**src/rtl/uart_rx_sampler.sv**
```systemverilog
// UART receiver front end: 2-flop synchroniser, start-edge detect, 3-sample mid-bit vote.
// Define UART_RX_PARITY_EN to add an even-parity bit between the data bits and the stop bit.
module uart_rx_sampler #(
    parameter int CLKS_PER_BIT = 868
) (
    input  logic       i_Clock,
    input  logic       i_Rst_n,
    input  logic       i_RX_Serial,
    output logic       o_RX_DV,
    output logic [7:0] o_RX_Byte,
    output logic       o_RX_Frame_Err,
    output logic       o_RX_Parity_Err,
    output logic       o_RX_Busy
);

    localparam int CW = $clog2(CLKS_PER_BIT);
    localparam int H  = CLKS_PER_BIT / 2;

    localparam logic [CW-1:0] CNT_LAST = CW'(CLKS_PER_BIT - 1);
    localparam logic [CW-1:0] CNT_S0   = CW'(H - 1);
    localparam logic [CW-1:0] CNT_S1   = CW'(H);
    localparam logic [CW-1:0] CNT_RES  = CW'(H + 1);

    typedef enum logic [2:0] {
        S_IDLE,
        S_START,
        S_DATA,
        S_PARITY,
        S_STOP,
        S_BREAK
    } state_t;

    state_t        state;
    state_t        state_n;
    logic          rx_meta;
    logic          rx_s;
    logic          rx_s_d;
    logic [CW-1:0] clk_cnt;
    logic [CW-1:0] cnt_n;
    logic [2:0]    bit_idx;
    logic [2:0]    bit_n;
    logic [7:0]    shreg;
    logic [7:0]    shreg_n;
    logic          samp_a;
    logic          samp_a_n;
    logic          samp_b;
    logic          samp_b_n;
    logic [7:0]    byte_q;
    logic [7:0]    byte_n;
    logic          dv_q;
    logic          dv_n;
    logic          ferr_q;
    logic          ferr_n;
    logic          busy_q;
    logic          busy_n;
    logic          last;
    logic          resolve;
    logic          maj;

`ifdef UART_RX_PARITY_EN
    logic          par_bad;
    logic          par_bad_n;
    logic          perr_q;
    logic          perr_n;
`endif

    assign last    = (clk_cnt == CNT_LAST);
    assign resolve = (clk_cnt == CNT_RES);
    // third sample is the live rx_s at the resolve count
    assign maj     = (samp_a & samp_b) | (samp_a & rx_s) | (samp_b & rx_s);

    always_ff @(posedge i_Clock or negedge i_Rst_n) begin
        if (!i_Rst_n) begin
            rx_meta <= 1'b1;
            rx_s    <= 1'b1;
            rx_s_d  <= 1'b1;
        end else begin
            rx_meta <= i_RX_Serial;
            rx_s    <= rx_meta;
            rx_s_d  <= rx_s;
        end
    end

    always_ff @(posedge i_Clock or negedge i_Rst_n) begin
        if (!i_Rst_n) begin
            state   <= S_IDLE;
            clk_cnt <= '0;
            bit_idx <= '0;
            shreg   <= '0;
            samp_a  <= 1'b1;
            samp_b  <= 1'b1;
            byte_q  <= '0;
            dv_q    <= 1'b0;
            ferr_q  <= 1'b0;
            busy_q  <= 1'b0;
`ifdef UART_RX_PARITY_EN
            par_bad <= 1'b0;
            perr_q  <= 1'b0;
`endif
        end else begin
            state   <= state_n;
            clk_cnt <= cnt_n;
            bit_idx <= bit_n;
            shreg   <= shreg_n;
            samp_a  <= samp_a_n;
            samp_b  <= samp_b_n;
            byte_q  <= byte_n;
            dv_q    <= dv_n;
            ferr_q  <= ferr_n;
            busy_q  <= busy_n;
`ifdef UART_RX_PARITY_EN
            par_bad <= par_bad_n;
            perr_q  <= perr_n;
`endif
        end
    end

    always_comb begin
        state_n  = state;
        cnt_n    = clk_cnt;
        bit_n    = bit_idx;
        shreg_n  = shreg;
        samp_a_n = samp_a;
        samp_b_n = samp_b;
        byte_n   = byte_q;
        dv_n     = 1'b0;
        ferr_n   = 1'b0;
        busy_n   = busy_q;
`ifdef UART_RX_PARITY_EN
        par_bad_n = par_bad;
        perr_n    = 1'b0;
`endif

        if (clk_cnt == CNT_S0) samp_a_n = rx_s;
        if (clk_cnt == CNT_S1) samp_b_n = rx_s;
        if (state != S_IDLE && state != S_BREAK)
            cnt_n = last ? '0 : clk_cnt + CW'(1);

        unique case (state)
            S_IDLE: begin
                cnt_n  = '0;
                busy_n = 1'b0;
                // the edge cycle itself is count 0 of the start bit
                if (rx_s_d && !rx_s) begin
                    state_n = S_START;
                    cnt_n   = CW'(1);
                    bit_n   = '0;
                    busy_n  = 1'b1;
                end
            end
            S_START: begin
                if (resolve && maj) begin
                    state_n = S_IDLE;
                    cnt_n   = '0;
                    busy_n  = 1'b0;
                end else if (last) begin
                    state_n = S_DATA;
                end
            end
            S_DATA: begin
                if (resolve) shreg_n = {maj, shreg[7:1]};
                if (last) begin
                    bit_n = bit_idx + 3'd1;
`ifdef UART_RX_PARITY_EN
                    if (bit_idx == 3'd7) state_n = S_PARITY;
`else
                    if (bit_idx == 3'd7) state_n = S_STOP;
`endif
                end
            end
`ifdef UART_RX_PARITY_EN
            S_PARITY: begin
                if (resolve) par_bad_n = (^shreg) ^ maj;
                if (last) state_n = S_STOP;
            end
`endif
            S_STOP: begin
                // resolve mid stop bit so back-to-back frames are caught
                if (resolve) begin
                    cnt_n  = '0;
                    busy_n = 1'b0;
                    if (!maj) begin
                        ferr_n  = 1'b1;
                        state_n = S_BREAK;
                    end else begin
                        state_n = S_IDLE;
`ifdef UART_RX_PARITY_EN
                        if (par_bad) begin
                            perr_n = 1'b1;
                        end else begin
                            dv_n   = 1'b1;
                            byte_n = shreg;
                        end
`else
                        dv_n   = 1'b1;
                        byte_n = shreg;
`endif
                    end
                end
            end
            S_BREAK: begin
                cnt_n  = '0;
                busy_n = 1'b1;
                if (rx_s) begin
                    state_n = S_IDLE;
                    busy_n  = 1'b0;
                end
            end
            default: begin
                state_n = S_IDLE;
                cnt_n   = '0;
                busy_n  = 1'b0;
            end
        endcase
    end

    assign o_RX_DV        = dv_q;
    assign o_RX_Byte      = byte_q;
    assign o_RX_Frame_Err = ferr_q;
    assign o_RX_Busy      = busy_q;
`ifdef UART_RX_PARITY_EN
    assign o_RX_Parity_Err = perr_q;
`else
    assign o_RX_Parity_Err = 1'b0;
`endif

endmodule

```
**config.mk**
```make
export PLATFORM = sky130hd
export DESIGN_NAME = uart_rx_sampler
export DESIGN_NICKNAME = d
export VERILOG_FILES = /design/src/rtl/uart_rx_sampler.sv
export SDC_FILE = /design/constraint.sdc
export NUM_CORES = 1
export LEC_CHECK = 0
export BUFFER_PORTS_ARGS = -buffer_cell sky130_fd_sc_hd__buf_4
export CORE_MARGIN = 4
export CORE_UTILIZATION = 49
export DETAILED_ROUTE_END_ITERATION = 12
export PLACE_DENSITY = 0.67
export SLEW_MARGIN = 10
export SYNTH_ARGS = -nofsm -noshare
export SYNTH_HDL_FRONTEND = slang
export SYNTH_SLANG_ARGS = --single-unit
```
**constraint.sdc**
```tcl
create_clock -name i_Clock -period 2.4 [get_ports i_Clock]
set_input_delay 0.48 -clock i_Clock [delete_from_list [all_inputs] [get_ports i_Clock]]
set_output_delay 0.48 -clock i_Clock [all_outputs]
set_load 0.05 [all_outputs]
```
### Word-level counts from Yosys, hierarchy flattened

Index checks and enable logic that the tools add are counted.

| storage, ports and cells | value |
|---|---|
| input bits | 3 |
| register bits | 40 |
| output and inout bits | 12 |
| logic and storage cells | 79 |

| cells by class | value |
|---|---|
| mux-type cells | 29 |
| eq/ne operators | 17 |
| bitwise operators | 6 |
| reduce and logical (&&, ||, !) cells | 12 |
| add/subtract/negate cells | 2 |

Operators by type and width:

| cell | count |
|---|---|
| 10-bit two-way mux | 4 |
| 10-bit one-hot mux with 4 select lines | 1 |
| 10-bit by 9-bit == test with 1-bit output (second input constant) | 3 |
| 3-bit two-way mux | 10 |
| 3-bit one-hot mux with 5 select lines | 1 |
| 2-bit != test (second input constant) | 6 |
| 1-bit two-way mux | 11 |
| 10-bit by 1-bit adder with 10-bit output (second input constant) | 1 |
| 10-bit == test (second input constant) | 1 |
| 3-bit == test (second input constant) | 3 |
| 3-bit AND reduction | 3 |
| 3-bit != test (second input constant) | 2 |
| 3-bit one-hot mux with 2 select lines | 1 |
| 6-bit AND reduction | 1 |
| 1-bit one-hot mux with 5 select lines | 1 |
| 3-bit by 1-bit adder with 3-bit output (second input constant) | 1 |
| 1-bit bitwise AND | 3 |
| 3-bit by 1-bit == test with 1-bit output (second input constant) | 1 |
| 3-bit by 2-bit == test with 1-bit output (second input constant) | 1 |
| 1-bit logical AND | 3 |
| 3-bit zero test | 1 |
| 3-bit nonzero test | 1 |
| 1-bit bitwise OR | 2 |
| 2-bit AND reduction | 1 |
| 3 further kinds | 3 |

### Longest topological paths before layout

| logic depth | value |
|---|---|
| word-level depth | 6 |
| depth in mapped cells | 7 |
| mapped depth without buffers | 6 |

### Worst setup path before layout

No wires, ideal clock.

| path | value |
|---|---|
| path type | reg-to-reg |
| start | register clk_cnt[1] |
| end | register clk_cnt[2] |
| buffers on the path | 0 |
| library setup time | 132 ps |
| required time | 2,268 ps |
| arrival time | 1,760 ps |
| stages on the path, launching flop included | 7 |
| period minus slack after synthesis | 1,893 ps |
| slack | 507 ps |
| cells stage by stage | dfrtp_1 ha_1 nor3b_4 nand4_4 a221oi_2 o21bai_2 nor2_1 |

| on the way | value |
|---|---|
| longest elaborated chain between the ends | 5 |
| elaborated cells between the ends (all ways) | 9 |
| classes of those cells | add/sub (1); eq/ne (2); mux (5); reduce/logical (1) |

Ends and longest elaborated chain:

| element | line | text |
|---|---|---|
| from (decl) | 38 | `logic [CW-1:0] clk_cnt;` |
| from (signal assigned) | 102 | `clk_cnt <= cnt_n;` |
| 10-bit by 1-bit adder with 10-bit output / 10-bit == test (equally long branches) | 137, 67 |  |
| 10-bit two-way mux | 137 | `cnt_n = last ? '0 : clk_cnt + CW'(1);` |
| 10-bit two-way mux | 136 | `if (state != S_IDLE && state != S_BREAK)` |
| 10-bit two-way mux, on equally long branches | 179, 152 |  |
| 10-bit one-hot mux with 4 select lines (*) | 139 | `unique case (state)` |
| via cnt_n[2] | 39 | `logic [CW-1:0] cnt_n;` |

Mark *: on every way through the listed nets, which the timed path passes. The rest lies on a longest branch.
A chain may end at the register's enable or synchronous reset.

### Final worst setup path

Same ends and word-level chain as after synthesis.

==> metrics <==
Syn-to-layout area delta=11.4%; dpl cells=227; Clock Skew=0.00561 ns; main combinational cell family by area after synthesis=simple AND/OR/NAND/NOR gates; Mapped Nets=180; Max Clk Rate=478 MHz; Synth area leaders=dfrtp_1, mux2_2, dfstp_2; DIE WIDTH=71.4 um; first-pass iteration count of the detailed router=4; clk sinks=40; via/cell ratio=5.64; CORE AREA=3770 um2; largest net degree at the start of global routing=41; CTS Buf Count=5; routed length per instance=14.8 um; Bufs on Longest Clock Path=2; post-synthesis compound-gate area fraction=0.0939; Yosys reg bits=40; WP data required=2.55 ns; Reg2Reg Launch Point=clk_cnt[1]; dominant synthesized flop cell=dfrtp_1; Cell Area, Synth=1970 um2; share of cells above drive strength 1=0.294; GP Congestion=0.847; Synth Area in Adders=0.0368; Synth top area share=0.444; CTS clk-pin slew, worst paths=0.07 ns; ANT cells=0; mux share of post-synthesis cell area=0.103; CTS tree=built; max cap viols=0; Detailed Place HPWL=2600 um; Synth Area per Inst=11.5 um2; post-synthesis sequential area ratio=0.511; initial antenna violation count=0; num rows=22; number of global-route vias before repair=1340; Syn. warnings=0; R2R Setup Slk=0.31 ns; Setup CP Type=reg2reg; die height=71.4 um; Synth area leader=dfrtp_1; drt drc=0; IO Pins=15; Post-Synth Simple-Gate Area=0.176; initial drt markers=53; Unique masters post-synth=43; Final nets=194; Placed Area=2100 um2; CTS root buffer=clkbuf_8; Final Hold Fails=0; Remaining Overflow, GRT=0; Gate Count Post-Synth=172; Async SR Flop Fraction=1.00; crit path DAT=2.25 ns; HP Class=in2async; CTS H-tree lvls=2; antenna viol nets, final=0; Leak=1.07 nW; Peak VDD IR=0.497 mV; minimum clock period=2.09 ns; worst slew pin tran=0.600 ns; Rel. slew slack=0.599; reg2reg end=clk_cnt[2]; vias=1326; RSZ-0062 raised after global routing=no; Post-Route Setup TNS=0 ns; IO Port Bufs=13; final setup vio count=0; # Post-CTS Setup Buffers=0; die area=5100 um2; starting density of the core=0.523; cts hold-fix bufs=0; worst-path maximum fanout=9; Slew Limit Fails=0; Skew-Pair Late Insertion Delay=0.29 ns; status=finished clean; first-pass GRT wire length=6320 um; cts repair resizes=0; CP startpoint kind=flip-flop; post-synthesis xor/xnor area fraction=0.0444; GRT Total Usage=0.156; PD cells=727 nW/um2; fin cells=235; Design Area, Final=2200 um2; Reg2Reg Depth=6; count of flip-flops with a built-in enable after synthesis=0; CP Capture Type=flip-flop; fin crit share=0.872; WL final=3480 um
-- area by class of cell --
| cell class | count | area, um2 |
|---|---|---|
| inverters | 6 | 22.5 |
| well taps | 48 | 60.1 |
| clock inverters | 2 | 13.8 |
| multi-input cells | 118 | 898 |
| clock buffers | 6 | 82.6 |
| fillers | 312 | 1570 |
| flip-flops and latches | 40 | 1010 |
| repair buffers | 15 | 113 |
-- sequential cells by signal, indices dropped and copies added (netlist names), 3 cells and up --
signal and flops:
clk_cnt 10, o_RX_Byte 8, state 3, shreg 8, bit_idx 3
-- cell usage in the layout, fill, tap and decap left out, types with 2 or more instances in the layout --
cell type,instances
nand2_1,10
nor3b_1,4
dfstp_2,5
clkbuf_8,6
dfrtp_1,35
and3_1,4
buf_4,15
nor2_1,15
o21ai_0,7
and2_1,5
nand4_1,3
ha_1,5
inv_1,6
mux2_2,18
nand3_1,10
a21oi_1,2
o211ai_1,2
xor2_1,9
-- where the power goes --
| part | leakage [nW] | switching [mW] | internal [mW] | total [mW] |
|---|---|---|---|---|
| Sequential | 0.522 | 0.0993 | 0.746 | 0.846 |
| Clock | 0.0516 | 0.228 | 0.235 | 0.462 |
| Combinational | 0.499 | 0.158 | 0.131 | 0.289 |
-- cell families after synthesis --
family | after synthesis
compound gates | 24
xor+xnor | 10
fa+ha+maj | 6
buf+inv | 14
flops | 40
mux | 18
other cells | 1
simple gates | 59
-- critical path, cell delays in order (launching register included) --
cell,delay [ns]
dfrtp_1,0.41
ha_1,0.27
nor3b_4,0.35
nand4_4,0.17
a221oi_2,0.37
o21bai_2,0.29
nor2_1,0.10
-- through the flow --
stage / power, mW / setup slack [ns] / util / hold WS, ns
floorplan: 1.07 / 0.507 / - / 0.184
global placement: 1.13 / 0.463 / 0.557 / 0.346
detailed placement: 1.15 / 0.355 / 0.557 / 0.349
CTS: 1.61 / 0.340 / 0.583 / 0.168
global route: 1.69 / 0.146 / 0.583 / 0.187
finish: 1.60 / 0.308 / 0.583 / 0.155
-- synth_stat cells, types with 2 or more instances --
library cell,n
nor3b_1,4
nand2_1,10
nor2_1,15
ha_1,5
dfstp_2,5
xor2_1,9
buf_4,2
and2_1,5
dfrtp_1,35
buf_2,5
a21oi_1,2
and3_1,4
nand4_1,3
nand3_1,10
inv_1,6
o211ai_1,2
o21ai_0,7
mux2_2,18
-- how the worst max path moves through the flow --
stage               start         end  slack [ns]  cells past startpoint
3_5_place_dp   clk_cnt[1]  clk_cnt[2]        0.35                      6
5_1_grt        clk_cnt[1]  clk_cnt[5]        0.15                      6
6_report       clk_cnt[1]  clk_cnt[2]        0.31                      6
3_3_place_gp   clk_cnt[1]  clk_cnt[7]        0.46                      6
2_1_floorplan  clk_cnt[1]  clk_cnt[2]        0.51                      6
4_1_cts        clk_cnt[1]  clk_cnt[2]        0.34                      6
-- routing by layer --
metal  part of all wire  track usage  up-vias  wire length [um]
met2               0.49        0.250       20              1690
met1               0.47        0.209      666              1630
li1                   -            -      635                 -
met3              0.035       0.0379        5               121
met4              0.011       0.0501        0                38
met5                  0            0        -                 0
(Power assumes the default switching activity.)
